==> src/rtl/gru_sequence_feeder.sv <==
// gru_sequence_feeder: sliding sample window feeding GRU_Model, with start/done sequencing and a
// valid/ready result stream. Define GRU_FEEDER_TIMEOUT_EN to enable the done watchdog.
module gru_sequence_feeder #(
    parameter int DATA_WIDTH      = 32,
    parameter int INPUT_FEATURES  = 3,
    parameter int SEQUENCE_LENGTH = 3,
    parameter int STRIDE          = 3,
    parameter int TIMEOUT_CYCLES  = 4096
) (
    input  logic                                                 clk,
    input  logic                                                 rst,
    input  logic                                                 i_s_valid,
    output logic                                                 o_s_ready,
    input  logic [DATA_WIDTH-1:0]                                i_s_data,
    output logic                                                 o_gru_start,
    input  logic                                                 i_gru_done,
    output logic [SEQUENCE_LENGTH*INPUT_FEATURES*DATA_WIDTH-1:0] o_sequence_flat,
    input  logic [DATA_WIDTH-1:0]                                i_gru_prediction,
    output logic                                                 o_m_valid,
    input  logic                                                 i_m_ready,
    output logic [DATA_WIDTH-1:0]                                o_m_data,
    output logic                                                 o_m_err,
    output logic [15:0]                                          o_infer_count
);
    localparam int W  = SEQUENCE_LENGTH * INPUT_FEATURES;
    localparam int FW = $clog2(W + 1);
    localparam int SW = (STRIDE > 1) ? $clog2(STRIDE) : 1;

    if (STRIDE < 1 || STRIDE > W || TIMEOUT_CYCLES < 1 || W < 2) begin : g_bad_cfg
        $error("gru_sequence_feeder: illegal STRIDE/TIMEOUT_CYCLES/window configuration");
    end

    typedef enum logic [2:0] {
        S_IDLE,
        S_START,
        S_WAIT_DONE,
        S_OUT,
        S_WAIT_LOW
    } state_t;

    state_t                  r_state;
    state_t                  w_next;
    logic [W*DATA_WIDTH-1:0] r_window;
    logic [W*DATA_WIDTH-1:0] r_seq;
    logic [FW-1:0]           r_fill_cnt;
    logic [SW-1:0]           r_stride_cnt;
    logic                    r_pending;
    logic                    r_gru_start;
    logic                    r_m_valid;
    logic [DATA_WIDTH-1:0]   r_m_data;
    logic [15:0]             r_infer_count;
    logic                    w_accept;
    logic                    w_launch;
    logic                    w_result;
    logic                    w_release;
`ifdef GRU_FEEDER_TIMEOUT_EN
    localparam int TW = $clog2(TIMEOUT_CYCLES + 1);
    logic [TW-1:0]           r_timer;
    logic                    r_m_err;
    logic                    w_timeout;
`endif

    assign o_s_ready       = ~r_pending;
    assign w_accept        = i_s_valid & ~r_pending;
    assign o_gru_start     = r_gru_start;
    assign o_sequence_flat = r_seq;
    assign o_m_valid       = r_m_valid;
    assign o_m_data        = r_m_data;
    assign o_infer_count   = r_infer_count;
`ifdef GRU_FEEDER_TIMEOUT_EN
    assign o_m_err         = r_m_err;
`else
    assign o_m_err         = 1'b0;
`endif

    always_ff @(posedge clk) begin
        if (rst) begin
            r_state <= S_IDLE;
        end else begin
            r_state <= w_next;
        end
    end

    always_comb begin
        w_next    = r_state;
        w_launch  = 1'b0;
        w_result  = 1'b0;
        w_release = 1'b0;
`ifdef GRU_FEEDER_TIMEOUT_EN
        w_timeout = 1'b0;
`endif
        case (r_state)
            S_IDLE: begin
                // A done left high from the previous run must fall before the next launch
                if (r_pending && !i_gru_done) begin
                    w_launch = 1'b1;
                    w_next   = S_START;
                end
            end
            S_START: w_next = S_WAIT_DONE;
            S_WAIT_DONE: begin
                if (i_gru_done) begin
                    w_result = 1'b1;
                    w_next   = S_OUT;
                end
`ifdef GRU_FEEDER_TIMEOUT_EN
                else if (r_timer == TW'(TIMEOUT_CYCLES - 1)) begin
                    w_timeout = 1'b1;
                    w_next    = S_OUT;
                end
`endif
            end
            S_OUT: begin
                if (i_m_ready) begin
                    w_release = 1'b1;
                    w_next    = S_WAIT_LOW;
                end
            end
            S_WAIT_LOW: begin
                if (!i_gru_done) begin
                    w_next = S_IDLE;
                end
            end
            default: w_next = S_IDLE;
        endcase
    end

    always_ff @(posedge clk) begin
        if (rst) begin
            r_window      <= '0;
            r_seq         <= '0;
            r_fill_cnt    <= '0;
            r_stride_cnt  <= '0;
            r_pending     <= 1'b0;
            r_gru_start   <= 1'b0;
            r_m_valid     <= 1'b0;
            r_m_data      <= '0;
            r_infer_count <= '0;
`ifdef GRU_FEEDER_TIMEOUT_EN
            r_timer       <= '0;
            r_m_err       <= 1'b0;
`endif
        end else begin
            if (w_accept) begin
                r_window <= {i_s_data, r_window[W*DATA_WIDTH-1:DATA_WIDTH]};
                // The filling word triggers by itself; stride counting starts after it
                if (r_fill_cnt != FW'(W)) begin
                    r_fill_cnt <= r_fill_cnt + FW'(1);
                    if (r_fill_cnt == FW'(W - 1)) begin
                        r_pending    <= 1'b1;
                        r_stride_cnt <= '0;
                    end
                end else if (r_stride_cnt == SW'(STRIDE - 1)) begin
                    r_pending    <= 1'b1;
                    r_stride_cnt <= '0;
                end else begin
                    r_stride_cnt <= r_stride_cnt + SW'(1);
                end
            end
            if (w_launch) begin
                r_seq     <= r_window;
                r_pending <= 1'b0;
            end
            r_gru_start <= w_launch;
            if (w_result) begin
                r_m_data      <= i_gru_prediction;
                r_m_valid     <= 1'b1;
                r_infer_count <= r_infer_count + 16'd1;
`ifdef GRU_FEEDER_TIMEOUT_EN
                r_m_err       <= 1'b0;
`endif
            end
`ifdef GRU_FEEDER_TIMEOUT_EN
            if (w_timeout) begin
                r_m_data  <= DATA_WIDTH'(32'h7FC0_0000);
                r_m_err   <= 1'b1;
                r_m_valid <= 1'b1;
            end
            r_timer <= (r_state == S_WAIT_DONE) ? r_timer + TW'(1) : '0;
`endif
            if (w_release) begin
                r_m_valid <= 1'b0;
            end
        end
    end

endmodule
==> config.mk <==
export PLATFORM = sky130hd
export DESIGN_NAME = gru_sequence_feeder
export DESIGN_NICKNAME = d
export VERILOG_FILES = /design/src/rtl/gru_sequence_feeder.sv
export SDC_FILE = /design/constraint.sdc
export NUM_CORES = 1
export LEC_CHECK = 0
export BUFFER_PORTS_ARGS = -buffer_cell sky130_fd_sc_hd__buf_2
export CAP_MARGIN = 20
export CELL_PAD_IN_SITES_DETAIL_PLACEMENT = 0
export CELL_PAD_IN_SITES_GLOBAL_PLACEMENT = 1
export CORE_MARGIN = 5
export CORE_UTILIZATION = 30
export DETAILED_ROUTE_END_ITERATION = 7
export PLACE_DENSITY_LB_ADDON = 0.12
export SLEW_MARGIN = 20
export SYNTH_ARGS = -nofsm -noshare
export SYNTH_HDL_FRONTEND = slang
export SYNTH_SLANG_ARGS = --single-unit
==> constraint.sdc <==
create_clock -name clk -period 3.75 [get_ports clk]
set_input_delay 0.1875 -clock clk [delete_from_list [all_inputs] [get_ports clk]]
set_output_delay 0.1875 -clock clk [all_outputs]
set_load 0.02 [all_outputs]
======== Yosys cells after proc, flatten, opt, wreduce, memory -nomap -nowiden ========
Index checks and enable logic that the tools add are counted.
word-level totals
  bits in writable memories ............... 0
  logic and storage cells ................. 54
  output and inout bits ................... 340
  register bits after elaboration ......... 636
  bits in latches ......................... 0
  bits in read-only memories .............. 0
  memories kept ........................... 0
  bits of input ports ..................... 69
cells by class
  muxes and demuxes ....................... 17
  reductions and logical operators ........ 10
  multipliers ............................. 0
  magnitude comparators ................... 0
  bitwise logic cells ..................... 2
  divide/modulo/power cells ............... 0
  shifts and indexed selects .............. 0
  add/subtract/negate cells ............... 3
  equal/unequal tests ..................... 12
operator list
  operator                                                         count
  16-bit by 1-bit adder with 16-bit output, second input constant  1
  3-bit case mux with 5 select lines                               1
  3-bit two-way mux                                                4
  1-bit two-way mux                                                9
  2-bit != test, second input constant                             4
  3-bit by 2-bit == test with 1-bit output, second input constant  2
  2-bit two-way mux                                                3
  4-bit by 1-bit adder with 4-bit output, second input constant    1
  4-bit == test, second input constant                             1
  4-bit != test, second input constant                             1
  2-bit AND reduction                                              2
  4-bit AND reduction                                              1
  2-bit OR reduction                                               2
  3-bit by 1-bit == test with 1-bit output, second input constant  1
  3-bit == test, second input constant                             1
  3-bit logical NOT                                                1
  3-bit AND reduction                                              1
  2-bit by 1-bit adder with 2-bit output, second input constant    1
  2-bit == test, second input constant                             1
  2-bit by 1-bit != test with 1-bit output, second input constant  1
  2-bit nonzero test                                               1
  1-bit AND                                                        1
  1-bit logical AND                                                1
  1-bit logical NOT                                                1
  1-bit NOT                                                        1

======== Longest topological paths before layout ========
Gate-level depths: netlist (run 1).
  word-level depth ........................ 5
  gate-level depth with buffers ........... 6
  depth with buffers taken out ............ 6

======== Worst setup path before layout (run 1) ========
Ideal clock, no wire load.
  path kind ............................... register -> register
  from .................................... register r_state[0]
  to ...................................... register r_seq[278], in the netlist o_sequence_flat[278]
  clock period less this slack ............ 1.705 ns
  library setup time ...................... 0.117 ns
  slack ................................... 2.045 ns
  arrival ................................. 1.588 ns
  cell stages (with the launch flop) ...... 7
  buffers on the path ..................... 2
  data required time ...................... 3.633 ns
  cells stage by stage .................... dfxtp_1 -> or4b_4 -> nor2_2 -> nor2_2 -> buf_2 -> buf_6 -> a22o_1
between the ends
  longest elaborated chain between the ends .. 2
RTL lines
  item                      line  text
  start: declaration        41    state_t r_state;
  start signal: assignment  80    r_state <= w_next;
  3-bit logical NOT         92    case (r_state)
  1-bit two-way mux         92
  end signal: assignment    161   r_seq <= r_window;
  end: declaration          44    logic [W*DATA_WIDTH-1:0] r_seq;
No other way between the ends.
A chain may end at the register's enable or synchronous reset.

======== Worst setup path after layout (run 1) ========
  from .................................... register r_pending
  to ...................................... register r_seq[121], in the netlist o_sequence_flat[121]
between the ends
  longest elaborated chain between the ends .. 3
RTL lines
  item                      line  text
  start: declaration        47    logic r_pending;
  start signal: assignment  134   r_pending <= 1'b0;
  start signal: assignment  150   r_pending <= 1'b1;
  start signal: assignment  154   r_pending <= 1'b1;
  1-bit logical AND         95    if (r_pending && !i_gru_done) begin
  1-bit two-way mux         95
  1-bit two-way mux         92
No other way between the ends.

==> results of run 1 <==
## worst register-to-register path: stages, from the launching register on
cell                      delay [ns]
sky130_fd_sc_hd__dfxtp_1        0.44
sky130_fd_sc_hd__or4b_4         0.52
sky130_fd_sc_hd__nor3_4         0.26
sky130_fd_sc_hd__buf_12         0.49
sky130_fd_sc_hd__a22o_1         0.49
## cell families after synthesis
family,count (synthesis),synth area share
simple gates,711,0.134
xor+xnor,11,0.00463
flops,636,0.612
buf+inv,180,0.0422
compound gates,632,0.204
fa+ha+maj,4,0.00241
other cells,1,0.000180
## final cells by class
class / count / area [sq um] / area share
timing repair buffer: 500 / 3070 / 0.116
multi-input combinational: 1359 / 7220 / 0.272
clock inverter: 12 / 129 / 0.00486
clock buffer: 110 / 2170 / 0.0818
tap: 931 / 1160 / 0.0439
inverter: 5 / 18.8 / 0.000708
sequential: 636 / 12700 / 0.480
## routing by layer
metal  part of all wire  wire length (um)  up-vias
met5                  0                 0        -
met4              0.023              1580        0
met3              0.062              4200       99
met2               0.48             32300      362
met1               0.44             29800     7998
li1                   -                 -     8269
## cell usage in the layout, fill, tap and decap left out, types with 14 or more instances in the layout
| cell | netlist | layout |
|---|---|---|
| sky130_fd_sc_hd__nand2_1 | 651 | 650 |
| sky130_fd_sc_hd__a21oi_1 | 333 | 333 |
| sky130_fd_sc_hd__dfxtp_1 | 636 | 636 |
| sky130_fd_sc_hd__clkbuf_8 | 0 | 16 |
| sky130_fd_sc_hd__nor2_1 | 16 | 16 |
| sky130_fd_sc_hd__clkbuf_16 | 0 | 75 |
| sky130_fd_sc_hd__a22o_1 | 288 | 288 |
| sky130_fd_sc_hd__dlygate4sd3_1 | 0 | 66 |
| sky130_fd_sc_hd__buf_4 | 14 | 14 |
| sky130_fd_sc_hd__buf_2 | 30 | 406 |
| sky130_fd_sc_hd__clkbuf_1 | 113 | 19 |
## synth_stat cells, types with 4 or more instances
cell type and number:
sky130_fd_sc_hd__a21oi_1 333, sky130_fd_sc_hd__clkbuf_1 113, sky130_fd_sc_hd__dfxtp_1 636, sky130_fd_sc_hd__inv_1 5, sky130_fd_sc_hd__nand3_1 9, sky130_fd_sc_hd__buf_2 30, sky130_fd_sc_hd__buf_4 14, sky130_fd_sc_hd__nand4_1 7
sky130_fd_sc_hd__or3_1 9, sky130_fd_sc_hd__a22o_1 288, sky130_fd_sc_hd__o21ai_0 7, sky130_fd_sc_hd__xor2_1 8, sky130_fd_sc_hd__buf_6 15, sky130_fd_sc_hd__nand2_1 651, sky130_fd_sc_hd__nor2_1 16, sky130_fd_sc_hd__ha_1 4
## through the flow
stage	instance area (sq um)	power [mW]	hold slack (ns)	utilization
2_1_floorplan	20800	7.20	0.323	-
3_3_place_gp	23500	7.35	0.428	0.343
3_5_place_dp	23500	7.36	0.433	0.343
4_1_cts	26500	14.4	0.0124	0.386
5_1_grt	26500	14.7	0.0343	0.386
6_report	26500	14.1	0.0153	0.386
## how the worst max path moves through the flow
stage	slack, ns	endpoint	cells after the start
after floorplan	2.04	o_sequence_flat[278]	6
after global placement	1.55	o_sequence_flat[124]	5
after detailed placement	1.49	o_sequence_flat[121]	5
after CTS	1.47	o_sequence_flat[121]	5
after global routing	1.33	o_sequence_flat[94]	5
final	1.50	o_sequence_flat[121]	4
## registers in the layout (all words and copies together), names as in the netlist
signal           cells
o_m_valid            1
o_sequence_flat    288
r_state              3
r_stride_cnt         2
r_fill_cnt           4
r_window           288
r_pending            1
o_infer_count       16
o_m_data            32
o_gru_start          1
## power groups by stage
stage	registers, mW	logic [mW]	clock network (mW)
finish	6.84	0.413	6.85
detailed placement	6.99	0.370	0
global placement	6.99	0.369	0
global route	6.84	0.459	7.36
floorplan	6.97	0.227	0
CTS	6.84	0.426	7.10
==> metrics.log, run 1 <==
INFO  metric run_status = complete, no violations
INFO  metric totalNegativeSetupSlack = 0 ns
INFO  metric switching_share = 0.218
INFO  metric initial_utilization = 0.303
INFO  metric worst_slack = 1.50 ns
INFO  metric htreeDepth = 3
INFO  metric comb_power_share = 0.029
INFO  metric ys_types = 35
INFO  metric diodes = 0
INFO  metric cp_cell_sequence = or4b_4 -> nor3_4 -> buf_12 -> a22o_1
INFO  metric fmax = around 0.44 GHz
INFO  metric power_density = about 530 mW/mm^2
INFO  metric worst_ir_drop_vdd = ~0.28 mV
INFO  metric drc = 0
INFO  metric fin_worst_skew = between 0.01 and 0.015 ns
INFO  metric synth_sequential_area_ratio = 0.612
INFO  metric critical_path.reg2reg.startpoint = r_pending
INFO  metric tritoncts = yes
INFO  metric dp_hpwl = 45100 um
INFO  metric vias_in_the_first_global_route = approximately 16000
INFO  metric core_region_area = a little under 0.07 sq mm
INFO  metric cts_resized = 0
INFO  metric worst_hold_path_type = primary input to register
INFO  metric setup.worst_path.start_class = register
INFO  metric routed_wire_length_per_instance = 19.1 um
INFO  metric synthesis.instances = around 2200
INFO  metric detail-route-antenna-nets = 0
INFO  metric final_min_period_over_clock_period = 0.601
INFO  metric std_cell_rows = 96
INFO  metric timing.final.crit_period = approximately 2.3 ns
INFO  metric power.internal = 11.0 mW
INFO  metric nNetsFinal = 2645
INFO  metric timing.critical_path.buf_inv = 1
INFO  metric dp.cells = ~3400
INFO  metric worst-path-max-fanout = 153
INFO  metric grt.met2_usage = 0.285
INFO  metric worstSetupStartpoint = r_pending
INFO  metric worst_ep_required_time = between 4 and 5 ns
INFO  metric areaGrowthSynthToFinish = 27.4%
INFO  metric drt-vias-per-instance = approximately 4.7
INFO  metric synth.yosys.warnings = 0
INFO  metric use_met1 = 0.224
INFO  metric cp-end-kind = register
INFO  metric stdcell_count = about 3600
INFO  metric power.share.sequential = 0.485
INFO  metric worst_reg_to_reg_cells = 4
INFO  metric max-cap-violations = 0
INFO  metric grt_start_max_net_pins = 182
INFO  metric synth_largest_area_cell = sky130_fd_sc_hd__dfxtp_1
INFO  metric share_clk_of_total_power = 0.486
INFO  metric detail_route.iter0.violations = approximately 910
INFO  metric port-buffer-count = between 400 and 500
INFO  metric static-leakage-power = about 11 nW
INFO  metric antenna_found_initial = 0
INFO  metric max_slew_margin = 0.295
INFO  metric drt_first_pass_iters = 5
INFO  metric cts.reportedPaths.clkPinSlew = ~0.06 ns
INFO  metric report.final.setup_viol = 0
INFO  metric whs_path_depth = 2
INFO  metric crit_arrival = between 2 and 3 ns
INFO  metric synth_area_leaders = sky130_fd_sc_hd__dfxtp_1 61%, sky130_fd_sc_hd__a22o_1 12%, sky130_fd_sc_hd__nand2_1 12%
INFO  metric place_ws = roughly 1.5 ns
INFO  metric ffs_latches_synth = between 600 and 700
INFO  metric syn-mean-instance-area = 9.57 sq um
INFO  metric min_delay_worst_endpoint = r_window[280]
INFO  metric rrSetupSlack = about 1.5 ns
INFO  metric hold_path_startpoint = rst
INFO  metric clk_root_buffer_cell = sky130_fd_sc_hd__clkbuf_16
INFO  metric grt_setup_unrepaired = false
INFO  metric post_route_cells_drive_above_1_share = 0.207
INFO  metric chipWidth = roughly 270 um
INFO  metric cts_post_setup_buffers_inserted = 0
INFO  metric clockBufferDepth = 3
INFO  metric grt.met3_usage = 0.0453
INFO  metric synth_largest_type_area_fraction = 0.612
INFO  metric grt_busiest_layer = met2
INFO  metric r2r_end = o_sequence_flat[121]
INFO  metric synth_edf_count = 0
INFO  metric critical_path.max_stage_delay = ~0.52 ns
INFO  metric worst_skew_pair.late_latency = 0.59 ns
INFO  metric io_pins = between 400 and 500
INFO  metric p_switching = between 3 and 4 mW
INFO  metric worst-slew-pin-transition = about 1.1 ns
INFO  metric critical_path_class = register to register
INFO  metric cts_hold_buf = 66
INFO  metric nFillCells = a little over 7000
INFO  metric synth_nets = around 2200
INFO  metric cts-buffers-inserted = 70
INFO  metric wire_length_of_the_first_global_routing_pass = approximately 100000 um
INFO  metric cts_num_sinks = 636
INFO  metric die_h = 273 um
INFO  metric postRouteWirelength = between 60000 and 70000 um
INFO  metric route.vias.total = roughly 17000
INFO  metric timing.critical_path.slowest_stage_cell = sky130_fd_sc_hd__or4b_4
INFO  metric gr-total-overflow = 0
INFO  metric gpl.final_weighted_congestion = 0.764
INFO  metric timing_max_transition_violations_final = 0
INFO  metric synthFlopType = sky130_fd_sc_hd__dfxtp_1
INFO  metric mappedNetlistArea = roughly 0.021 sq mm
INFO  metric grt_util_all_layers = 0.172
INFO  metric dieArea = roughly 0.075 sq mm
INFO  metric report.final.hold_viol_count = 0
INFO  metric synth_async_sr_flop_share = 0
INFO  metric critical-path-top-delay-family = simple AND/OR/NAND/NOR gates
No activity file was read; power rests on OpenSTA's default activity.
==> run 2: changes to the inputs <==
Clock period 3.75 ns to 2.3 ns, I/O delays scaled along.
==> run 2 against run 1 <==
- clock skew increased by 0.0072 ns
- first-iteration DRC count decreased by 2.7%
- setup slack got worse by 1.2 ns
- global-route usage increased by 0.14 points
- die area unchanged
- highest routed layer unchanged
- sequential cell count unchanged
- final area increased by 0.60%
- final cell count increased by 0.28%
==> metrics.log, run 2 (synthesis gave the netlist of run 1 again) <==
INFO  metric run_status = complete, no violations
INFO  metric initial_utilization = 0.303
INFO  metric max-cap-violations = 0
INFO  metric grt_start_max_net_pins = about 200
INFO  metric clk_root_buffer_cell = sky130_fd_sc_hd__clkbuf_16
INFO  metric clockBufferDepth = 3
INFO  metric p_switching = about 5 mW
INFO  metric report.final.setup_viol = 0
INFO  metric worst_ir_drop_vdd = around 0.45 mV
INFO  metric route.vias.total = ~17000
INFO  metric gr-total-overflow = 0
INFO  metric final_cell_mix = 650 x sky130_fd_sc_hd__nand2_1, 636 x sky130_fd_sc_hd__dfxtp_1, 406 x sky130_fd_sc_hd__buf_2, 333 x sky130_fd_sc_hd__a21oi_1, 288 x sky130_fd_sc_hd__a22o_1
INFO  metric detail-route-antenna-nets = 0
INFO  metric io_pins = approximately 400
INFO  metric wl_met3 = about 4200 um
INFO  metric drc = 0
INFO  metric switching_share = 0.221
INFO  metric whs = 0.0638 ns
INFO  metric areaGrowthSynthToFinish = 28.2%
INFO  metric power.share.sequential = 0.485
INFO  metric timing_max_transition_violations_final = 0
INFO  metric routed_wire_length_per_instance = 19.1 um
INFO  metric worst_ep_required_time = ~2.8 ns
INFO  metric report.final.hold_viol_count = 0
INFO  metric chipWidth = ~270 um
INFO  metric worst-slew-pin-transition = about 1.2 ns
INFO  metric totalNegativeSetupSlack = 0 ns
INFO  metric final_min_period_over_clock_period = 0.866
INFO  metric cts_resized = 0
INFO  metric comb_power_share = 0.029
INFO  metric cts_hold_buf = between 60 and 70
INFO  metric gpl.final_weighted_congestion = 0.774
INFO  metric worst_hold_path_type = primary input to register
INFO  metric htreeDepth = 3
INFO  metric grt_setup_unrepaired = false
INFO  metric timing.final.crit_period = between 1.5 and 2 ns
INFO  metric cts-buffers-inserted = 72
INFO  metric cp-end-kind = register
INFO  metric drt-vias-per-instance = around 4.7
INFO  metric port-buffer-count = 407
INFO  metric detail_route.wirelength.met1 = 29900 um
INFO  metric wire_length_of_the_first_global_routing_pass = around 100000 um
INFO  metric cts_post_setup_buffers_inserted = 0
INFO  metric dr.max_layer_used = met4
INFO  metric grt_util_all_layers = 0.173
INFO  metric static-leakage-power = roughly 11 nW
INFO  metric fin_worst_skew = roughly 0.021 ns
INFO  metric drt_first_pass_iters = 6
INFO  metric core_region_area = roughly 0.07 sq mm
INFO  metric tritoncts = yes
INFO  metric nNetsFinal = around 2700
INFO  metric power_density = between 800 and 900 mW/mm^2
INFO  metric cts.reportedPaths.clkPinSlew = 0.06 ns
INFO  metric final_common_cell = sky130_fd_sc_hd__nand2_1
INFO  metric detail_route.iter0.violations = ~900
INFO  metric max_slew_margin = 0.220
INFO  metric std_cell_rows = 96
INFO  metric antenna_found_initial = 0
INFO  metric dieArea = between 0.07 and 0.08 sq mm
INFO  metric die_h = ~270 um
INFO  metric dp_hpwl = roughly 45000 um
INFO  metric fmax = around 0.5 GHz
INFO  metric cts_num_sinks = approximately 640
INFO  metric worst-path-max-fanout = 62
INFO  metric setup.worst_path.start_class = register
INFO  metric post_route_cells_drive_above_1_share = 0.209
INFO  metric share_clk_of_total_power = 0.485
INFO  metric critical_path_class = register to register
INFO  metric met2WireLength = about 32000 um
INFO  metric vias_in_the_first_global_route = between 15000 and 20000
INFO  metric power.internal = 17.9 mW
INFO  metric crit_arrival = 2.47 ns
INFO  metric diodes = 0
INFO  metric worst_skew_pair.late_latency = approximately 0.6 ns
INFO  metric postRouteWirelength = a little under 70000 um
-- run 2: per-stage QoR --
stage | std cells | cell area (sq um) | utilization | power (mW) | setup WS, ns
after floorplan | 2175 | 20800 | - | 11.7 | 0.595
after global placement | 3371 | 23700 | 0.345 | 12.0 | 0.334
after detailed placement | 3371 | 23700 | 0.345 | 12.0 | 0.312
after CTS | 3563 | 26700 | 0.388 | 23.4 | 0.303
after global routing | 3563 | 26700 | 0.388 | 23.9 | 0.209
final | 3563 | 26700 | 0.388 | 23.0 | 0.308
-- run 2: final cells by class --
type / count / area, sq um
timing repair buffer: 508 / 3230
inverter: 5 / 18.8
sequential: 636 / 12700
fill: 7082 / 42000
clock inverter: 14 / 148
tap: 931 / 1160
clock buffer: 110 / 2160
multi-input combinational: 1359 / 7220
-- run 2: power groups by stage --
stage          Combinational (mW)  Clock (mW)  Sequential [mW]
2_1_floorplan               0.371           0             11.4
3_3_place_gp                0.595           0             11.4
3_5_place_dp                0.598           0             11.4
4_1_cts                     0.689        11.5             11.1
5_1_grt                     0.747        12.0             11.2
6_report                    0.675        11.1             11.1
-- run 2: final timing paths --
| path | startpoint | to | slack, ns | depth (start not counted) |
|---|---|---|---|---|
| hold / removal | i_s_valid | r_window[250] | 0.06 | 4 |
| setup / recovery | r_pending | o_sequence_flat[30] | 0.31 | 5 |
| hold reg to reg | o_m_data[23] | o_m_data[23] | 0.45 | 2 |
| setup reg to reg | r_pending | o_sequence_flat[30] | 0.31 | 5 |
-- run 2: critical path: stages, from the launching register on --
cell	delay, ns
sky130_fd_sc_hd__dfxtp_1	0.44
sky130_fd_sc_hd__or4b_4	0.52
sky130_fd_sc_hd__nor2_2	0.14
sky130_fd_sc_hd__nor2_4	0.09
sky130_fd_sc_hd__buf_4	0.34
sky130_fd_sc_hd__a22o_1	0.32
-- run 2: metal layers --
layer  GRT usage  vias to the layer above
met4      0.0506                        0
met5           0                        -
met3      0.0446                       81
met1       0.223                     8055
li1            -                     8289
met2       0.289                      376
==> run 3: changes to the inputs <==
Settings changed: CORE_UTILIZATION 30 to 41.
==> run 3 against run 2 <==
- global-route usage grew 4.0 points
- register-to-register slack got worse by 0.05 ns
- final cell count is 7.3% lower
- count of clock-buffer cells in the layout decreased by 4
- sequential cell count stayed put
- setup slack worse by 0.048 ns
- fmax down 2.3%
- hold slack better by 0.12 ns
- largest cell class unchanged
- largest power group unchanged
==> metrics.log, run 3 (synthesis gave the netlist of run 1 again) <==
INFO  metric worst_slack = around 0.26 ns
INFO  metric run_status = complete, no violations
INFO  metric gr-total-overflow = 0
INFO  metric worst-path-max-fanout = 25
INFO  metric crit_arrival = ~2.6 ns
INFO  metric dp_hpwl = a little over 40000 um
INFO  metric detail-route-antenna-nets = 0
INFO  metric wire_length_of_the_first_global_routing_pass = about 96000 um
INFO  metric ff_latch_area = roughly 0.013 sq mm
INFO  metric fmax = roughly 0.49 GHz
INFO  metric grt_util_all_layers = 0.213
INFO  metric vias_in_the_first_global_route = about 16000
INFO  metric worst_skew_pair.late_latency = 0.58 ns
INFO  metric grt_setup_unrepaired = false
INFO  metric timing.final.crit_period = 2.04 ns
INFO  metric cts_num_sinks = approximately 640
INFO  metric clockBufferDepth = 3
INFO  metric routed_wire_length_per_instance = ~19 um
INFO  metric areaGrowthSynthToFinish = 26.8%
INFO  metric detail_route.iter0.violations = just under 1000
INFO  metric power_density = ~860 mW/mm^2
INFO  metric std_cell_rows = a little over 80
INFO  metric cts-buffers-inserted = ~70
INFO  metric postRouteWirelength = around 62000 um
INFO  metric place_ws = between 0.2 and 0.3 ns
INFO  metric cts_resized = 0
INFO  metric worst_ir_drop_vdd = just over 0.5 mV
INFO  metric whs_path_depth = 5
INFO  metric static-leakage-power = approximately 11 nW
INFO  metric htreeDepth = 3
INFO  metric totalNegativeSetupSlack = 0 ns
INFO  metric worst_hold_path_type = primary input to register
INFO  metric chipWidth = between 200 and 250 um
INFO  metric drt-vias-per-instance = between 5 and 6
INFO  metric die_h = about 240 um
INFO  metric placed_area = roughly 0.023 sq mm
INFO  metric post_route_cells_drive_above_1_share = 0.208
INFO  metric initial_utilization = 0.415
INFO  metric final_min_period_over_clock_period = 0.887
INFO  metric max_slew_margin = 0.474
INFO  metric post-route-cell-area = 0.0264 sq mm
INFO  metric report.final.setup_viol = 0
INFO  metric drc = 0
INFO  metric clk_root_buffer_cell = sky130_fd_sc_hd__clkbuf_16
INFO  metric setup.worst_path.start_class = register
INFO  metric final_common_cell = sky130_fd_sc_hd__nand2_1
INFO  metric core_region_area = 0.0502 sq mm
INFO  metric worst_reg_to_reg_cells = 6
INFO  metric timing_max_transition_violations_final = 0
INFO  metric report.final.hold_viol_count = 0
INFO  metric nNetsFinal = 2657
INFO  metric dieArea = ~0.055 sq mm
INFO  metric worst_ep_required_time = 2.81 ns
INFO  metric area_occupied_by_multi_input_gates = a little over 0.007 sq mm
INFO  metric grt_start_max_net_pins = about 150
INFO  metric final_util = 0.526
INFO  metric port-buffer-count = between 400 and 500
INFO  metric cp-end-kind = register
INFO  metric worst-slew-pin-transition = 0.789 ns
INFO  metric io_pins = approximately 400
INFO  metric nFillCells = 4645
INFO  metric max-cap-violations = 0
INFO  metric gpl.final_weighted_congestion = between 0.8 and 0.9
INFO  metric cts.reportedPaths.clkPinSlew = 0.06 ns
INFO  metric drt_first_pass_iters = 5
INFO  metric tritoncts = yes
INFO  metric final_cell_mix = 650 x sky130_fd_sc_hd__nand2_1, 636 x sky130_fd_sc_hd__dfxtp_1, 406 x sky130_fd_sc_hd__buf_2, 333 x sky130_fd_sc_hd__a21oi_1, 288 x sky130_fd_sc_hd__a22o_1
INFO  metric route.vias.total = 16700
INFO  metric critical_path_class = register to register
INFO  metric antenna_found_initial = 1
INFO  metric fin_worst_skew = 0.0114 ns
[run 3: cell types whose count changed in the layout (fill, tap and decap cells not counted), sizes merged]
| cell | change |
|---|---|
| dlygate4sd3 | +6 |
| clkinv | -3 |
| diode | +1 |
| clkinvlp | +1 |
| inv | -2 |
| bufinv | +1 |
| clkbuf | -4 |
[run 3: final timing paths]
check,start,to,slack (ns)
max,r_pending,r_window[278],0.26
min,i_s_valid,r_window[213],0.19
max reg2reg,r_pending,r_window[278],0.26
min reg2reg,o_m_data[18],o_m_data[18],0.45
[run 3: per-layer routing]
| metal | vias up | part of all wire | wire length, um | GRT usage |
|---|---|---|---|---|
| li1 | 8265 | - | - | - |
| met1 | 7962 | 0.45 | 27800 | 0.283 |
| met2 | 403 | 0.47 | 28900 | 0.345 |
| met3 | 97 | 0.059 | 3660 | 0.0507 |
| met4 | 0 | 0.028 | 1710 | 0.0697 |
| met5 | - | 0 | 0 | 0 |
[run 3: area by class of cell]
class	instances	area share
inverters	5	0.000711
flip-flops and latches	636	0.483
clock buffers	106	0.0804
diodes	1	0.0000949
well taps	672	0.0319
clock inverters	11	0.00408
multi-input cells	1359	0.274
repair buffers	514	0.126
[run 3: where the power goes]
group	internal [mW]	switching, mW	leakage (nW)
logic	0.236	0.455	4.57
clock network	6.53	4.26	1.10
registers	11.1	0.0608	5.13
total	17.9	4.77	10.8
[run 3: metrics by stage]
stage / hold WS, ns / std cells / total power, mW
after detailed placement: 0.362 / 3112 / 12.0
after floorplan: 0.251 / 2175 / 11.7
after CTS: 0.152 / 3303 / 22.9
after global routing: 0.182 / 3304 / 23.4
final: 0.186 / 3304 / 22.6
after global placement: 0.356 / 3112 / 12.0
[run 3: worst max-delay path, stage by stage (launching register included)]
cell and delay [ns]:
sky130_fd_sc_hd__dfxtp_1 0.42, sky130_fd_sc_hd__inv_1 0.12, sky130_fd_sc_hd__nand2_4 0.39, sky130_fd_sc_hd__buf_4 0.28, sky130_fd_sc_hd__nand2_1 0.07, sky130_fd_sc_hd__a21oi_1 0.14, sky130_fd_sc_hd__dlygate4sd3_1 0.56
[run 3: what timing repair did]
| item | 4_1_cts | 5_1_grt |
|---|---|---|
| buffers inserted | 0 | 0 |
| hold endpoints to repair | 109 | 0 |
| hold buffers | 74 | 0 |
